<file path="config.mk">
export PLATFORM = sky130hd
export DESIGN_NAME = onoff_state_sequencer
export DESIGN_NICKNAME = d
export VERILOG_FILES = /design/src/rtl/onoff_pkg.sv /design/src/rtl/onoff_state_sequencer_phase_timer.sv /design/src/rtl/onoff_state_sequencer.sv
export SDC_FILE = /design/constraint.sdc
export NUM_CORES = 1
export LEC_CHECK = 0
export ABC_AREA = 0
export ABC_CLOCK_PERIOD_IN_PS = 2900
export CAP_MARGIN = 20
export CELL_PAD_IN_SITES_DETAIL_PLACEMENT = 0
export CELL_PAD_IN_SITES_GLOBAL_PLACEMENT = 1
export CORE_ASPECT_RATIO = 1.5
export CORE_MARGIN = 1.5
export CORE_UTILIZATION = 42
export DETAILED_ROUTE_END_ITERATION = 10
export HOLD_SLACK_MARGIN = 0.05
export PLACE_DENSITY = 0.9
export SLEW_MARGIN = 25
export SYNTH_ARGS = -nofsm -noshare
export SYNTH_HDL_FRONTEND = slang
export SYNTH_SLANG_ARGS = --single-unit
</file>
<file path="constraint.sdc">
create_clock -name clk -period 2.9 [get_ports clk]
set_input_delay 0.58 -clock clk [delete_from_list [all_inputs] [get_ports clk]]
set_output_delay 0.58 -clock clk [all_outputs]
set_load 0.005 [all_outputs]
</file>
<file path="src/rtl/onoff_pkg.sv">
// onoff_pkg: shared ON/OFF state encoding, sequencer FSM states and default widths
package onoff_pkg;
    typedef enum logic {ON = 1'b0, OFF = 1'b1} onoff_t;
    typedef enum logic [1:0] {S_IDLE, S_ON, S_OFF} seq_state_t;
    localparam int CNT_W_DEF = 16;
    localparam int REP_W_DEF = 8;
endpackage

</file>
<file path="src/rtl/onoff_state_sequencer_phase_timer.sv">
// phase_timer: loadable down-counter flagging the last cycle of a dwell phase
module phase_timer #(
    parameter int CNT_W = 16
) (
    input  logic             clk,
    input  logic             reset,
    input  logic             load,
    input  logic [CNT_W-1:0] load_val,
    input  logic             en,
    output logic             expired
);
    logic [CNT_W-1:0] cnt_q, cnt_d;
    always_comb cnt_d = load ? load_val : (en && cnt_q != '0) ? cnt_q - 1'b1 : cnt_q;
    always_ff @(posedge clk) begin
        if (reset) cnt_q <= '0;
        else       cnt_q <= cnt_d;
    end
    assign expired = cnt_q == '0;
endmodule

</file>
<file path="src/rtl/onoff_state_sequencer.sv">
// onoff_state_sequencer: programmable ON/OFF dwell sequencer with phase-change and completion strobes
module onoff_state_sequencer
    import onoff_pkg::*;
#(
    parameter int CNT_W = CNT_W_DEF,
    parameter int REP_W = REP_W_DEF
) (
    input  logic             clk,
    input  logic             reset,
    input  logic             start,
    input  logic             stop,
    input  logic [CNT_W-1:0] on_len,
    input  logic [CNT_W-1:0] off_len,
    input  logic [REP_W-1:0] repeat_cnt,
    output onoff_t           state_o,
    output logic             busy,
    output logic             state_chg,
    output logic             done,
    output logic [REP_W-1:0] periods_done
);
    seq_state_t       state_q, state_d;
    logic [CNT_W-1:0] on_q, on_d, off_q, off_d, tmr_val;
    logic [REP_W-1:0] rep_q, rep_d, periods_q, periods_d, periods_inc;
    onoff_t           state_o_q, state_o_d;
    logic             busy_q, busy_d, chg_q, chg_d, done_q, done_d;
    logic             tmr_load, expired, start_ok, period_end, finish;

    // A zero length still dwells one cycle, so the timer loads max(len,1)-1
    function automatic logic [CNT_W-1:0] dwell(input logic [CNT_W-1:0] len);
        return len == '0 ? '0 : len - 1'b1;
    endfunction

    phase_timer #(.CNT_W(CNT_W)) u_timer (
        .clk      (clk),
        .reset    (reset),
        .load     (tmr_load),
        .load_val (tmr_val),
        .en       (state_q != S_IDLE),
        .expired  (expired)
    );

    always_ff @(posedge clk) begin
        if (reset) begin
            state_q   <= S_IDLE;
            on_q      <= '0;
            off_q     <= '0;
            rep_q     <= '0;
            periods_q <= '0;
            state_o_q <= OFF;
            busy_q    <= 1'b0;
            chg_q     <= 1'b0;
            done_q    <= 1'b0;
        end else begin
            state_q   <= state_d;
            on_q      <= on_d;
            off_q     <= off_d;
            rep_q     <= rep_d;
            periods_q <= periods_d;
            state_o_q <= state_o_d;
            busy_q    <= busy_d;
            chg_q     <= chg_d;
            done_q    <= done_d;
        end
    end

    always_comb begin
        start_ok    = state_q == S_IDLE && start && !stop;
        periods_inc = &periods_q ? periods_q : periods_q + 1'b1;
        period_end  = state_q == S_OFF && expired && !stop;
        finish      = period_end && rep_q != '0 && periods_inc == rep_q;
        state_d     = state_q;
        on_d        = on_q;
        off_d       = off_q;
        rep_d       = rep_q;
        tmr_load    = 1'b0;
        tmr_val     = dwell(on_q);
        if (stop) begin
            state_d = S_IDLE;
        end else if (start_ok) begin
            state_d  = S_ON;
            on_d     = on_len;
            off_d    = off_len;
            rep_d    = repeat_cnt;
            tmr_load = 1'b1;
            tmr_val  = dwell(on_len);
        end else if (state_q == S_ON && expired) begin
            state_d  = S_OFF;
            tmr_load = 1'b1;
            tmr_val  = dwell(off_q);
        end else if (period_end) begin
            state_d  = finish ? S_IDLE : S_ON;
            tmr_load = !finish;
        end
    end

    // Leaving to IDLE only counts as a change when the visible state drops from ON
    always_comb begin
        state_o_d = state_d == S_ON ? ON : OFF;
        busy_d    = state_d != S_IDLE;
        chg_d     = state_d != state_q && (state_d != S_IDLE || state_q == S_ON);
        done_d    = finish;
        periods_d = start_ok ? '0 : period_end ? periods_inc : periods_q;
    end

    assign state_o      = state_o_q;
    assign busy         = busy_q;
    assign state_chg    = chg_q;
    assign done         = done_q;
    assign periods_done = periods_q;
endmodule

</file>
==> results.toml <==
[run_status]
status = "completed"

[routing]
drt-initial-drc-count = 299
drc = 0
drt-total-wl_um = 14500
vias = 4838
wl_per_cell_um = 17.6
postRouteAntennaNets = 0
first_pass_iters = 5
avgViaCountPerCell = 5.88

[die]
core_area_mm2 = 0.0107
die_x_um = 88.9
start_util = 0.434
chipHeight_um = 132
num_rows = 46
ioPinCount = 56
die_area_mm2 = 0.0117

[timing]
final_hold_viol_count = 0
tightest_slew_ns = 0.710
finalSetupTns_ns = 0
max_clock_freq_ghz = 0.368
fin_crit_ns = 2.72
hold_ws_ns = 0.485
slew_viol_final = 0
clock_skew_ns = 0.00682
finalCritPeriodShare = 0.938
relSlewSlack = 0.525
setup_violations = 0
grt_setup_unrepaired = "false"

[pwr]
p_sw_frac = 0.314
netSwitchingPower_mw = 0.926
peakVddDrop_mv = 0.288
pwr-share-seq = 0.366
power.density_mw_per_mm2 = 506
p_leak_nw = 2.17
intPower_mw = 2.03
clockPowerShare = 0.381
comb_power_share = 0.253

[cts]
clkLatencyLatePin_ns = 0.33
clkSlewWorstSetupHoldPaths_ns = 0.06
cts_buffer_depth = 2
clockRootBuffer = "clkbuf_16"
cts.sinks = 70
cts_tree = "done"
numCtsBuffers = 9
htreeDepth = 3
cts_setup_buffers = 0

[final_layout]
area_delta_synth_final_pct = 25.5
num-nets-final = 724
fin_util = 0.545
n_antenna_cell = 0
filler_cell_count = 1053
drive_above_1_share = 0.130

[critical_path]
path_max_fanout = 6
path_buf_inv = 1
cp_slowest_cell = "or3b_2"
worstSetupStartpointType = "register"
crit_chain = "inv_1 -> ha_1 -> or3b_2 -> nor3_2 -> nand3_1 -> nand2_1 -> o311ai_0 -> a221o_1 -> o311a_1"
critPathArrivalTime_ns = 2.95
worst-path-stages = 9
worst_path_largest_cell_delay_ns = 0.52
worstRegToRegCells = 9
critPathKind = "register to register"
required_ns = 3.13
path_delay_family = "simple AND/OR/NAND/NOR gates"
critical_path.endpoint_type = "register"

[global_route]
grt_pass1_wl_um = 23100
grt-busiest-layer = "met2"
antenna_found_initial = 0
grt_max_degree = 48
grt_use_met2 = 0.445
gr-usage-met3 = 0.0476
met1_usage = 0.267
grt_overflow = 0
first_global_vias = 4701
grt_usage = 0.254

[logic_synthesis]
synth.avg_cell_area_um2 = 7.69
netlist_area_mm2 = 0.00465
syn_nets = 655
seq_area_frac_synth = 0.301
synth-async-reset-ratio = 0
ys.flop_type = "dfxtp_1"
syn_inst = 605
ys_types = 73
ys_ff_latch = 70
ys_warn_count = 0
synth-edff-count = 0

[worst_hold_path]
hold_class = "register to register"
hold_depth = 2

[placement]
portBuffers = 55
detailedPlacementHpwl_um = 11100
gp_congestion = 0.985

[job]
cap_violations = 0
==> metrics by stage <==
stage               instance area, um2  instances  total power [mW]  setup WS [ns]
floorplan                         4650        605              1.57          0.313
global placement                  5530        807              1.82         0.0873
detailed placement                5530        807              1.83         0.0430
CTS                               5820        823              2.95          0.120
global route                      5840        823              3.08        0.00850
finish                            5840        823              2.95          0.180
==> Yosys cell counts (5+ instances only) <==
cell      instances  area (um2)
a21oi_1          59         295
inv_1            21        78.8
o21ai_0           6        30.0
or4_1             8        60.1
buf_4             5        37.5
a31oi_1           6        37.5
buf_2             7        35.0
dfxtp_1          70        1400
nor2_1           39         146
xor2_1           31         272
a22oi_1           8        60.1
o22ai_1          14        87.6
xnor2_1          21         184
a211oi_1          8        60.1
nand3_1          14        70.1
clkbuf_1         19        71.3
a311oi_1          5        43.8
nand2_1         109         409
nor4_1           13        81.3
nand4_1           5        31.3
ha_1              6        75.1
a211oi_2          7        87.6
nor3_1           24         120
==> worst paths after layout <==
kind | slack [ns] | start | to
worst max-delay path | 0.18 | on_q[0] | u_timer.cnt_q[11]
worst min-delay path | 0.48 | off_q[13] | off_q[13]
worst max register to register | 0.18 | on_q[0] | u_timer.cnt_q[11]
worst min register to register | 0.48 | off_q[13] | off_q[13]
==> state kept, by name, indices dropped and copies added, names as in the netlist <==
signal and flops:
off_q 16, on_q 16, u_timer.cnt_q 16, periods_done 8, rep_q 8, state_q 2, busy 1, done 1
state_chg 1, state_o 1
==> cell usage in the layout, fill, tap and decap left out, types with 6 or more instances in the layout <==
cell / instances
or4_1: 8
nor4_1: 13
o22ai_1: 14
a211oi_1: 8
a31oi_1: 6
nor2_1: 39
nand3_1: 14
o21ai_0: 6
dfxtp_1: 68
clkbuf_16: 9
xnor2_1: 21
inv_1: 21
buf_4: 38
a22oi_1: 8
a21oi_1: 59
nor3_1: 23
a211oi_2: 7
xor2_1: 31
nand2_1: 109
clkdlybuf4s50_1: 54
==> metal layers <==
layer / up-vias / part of all wire
met5: - / 0
met4: 0 / 0.065
met3: 58 / 0.040
met2: 163 / 0.53
met1: 2287 / 0.37
li1: 2330 / -
==> final cells by class <==
cell class	count	area [um2]	area share
clock buffers	9	225	0.0386
clock inverters	7	73.8	0.0126
inverters	21	78.8	0.0135
multi-input cells	477	3010	0.515
flip-flops and latches	70	1400	0.240
well taps	144	180	0.0309
repair buffers	95	871	0.149
==> repair_timing <==
action,4_1_cts,5_1_grt
hold buffers,0,0
gates resized for setup,0,5
setup endpoints to repair,0,9
==> worst reg2reg max path: stages (launching register included) <==
cell	delay [ns]
dfxtp_1	0.33
inv_1	0.12
ha_1	0.19
or3b_2	0.52
nor3_2	0.38
nand3_1	0.24
nand2_1	0.14
o311ai_0	0.17
a221o_1	0.39
o311a_1	0.12
==> cell families (layout without fill, tap and decap cells) <==
| kind of cell | after synthesis | after routing | share of synthesized area |
|---|---|---|---|
| AND/OR/NAND/NOR | 260 | 260 | 0.285 |
| AO/OA/AOI/OAI | 157 | 157 | 0.239 |
| flip-flops | 70 | 70 | 0.301 |
| buffers and inverters | 58 | 132 | 0.0560 |
| XOR/XNOR | 52 | 52 | 0.0979 |
| adder cells (fa/ha/maj) | 6 | 6 | 0.0161 |
| multiplexers | 2 | 2 | 0.00430 |
==> power groups by stage <==
| stage | Clock, mW | Combinational (mW) | Sequential [mW] |
|---|---|---|---|
| 6_report | 1.13 | 0.746 | 1.08 |
| 5_1_grt | 1.18 | 0.812 | 1.09 |
| 4_1_cts | 1.14 | 0.737 | 1.08 |
| 3_5_place_dp | 0 | 0.731 | 1.10 |
| 3_3_place_gp | 0 | 0.722 | 1.10 |
| 2_1_floorplan | 0 | 0.486 | 1.08 |
Note: power is estimated with default switching activity, not from simulation.
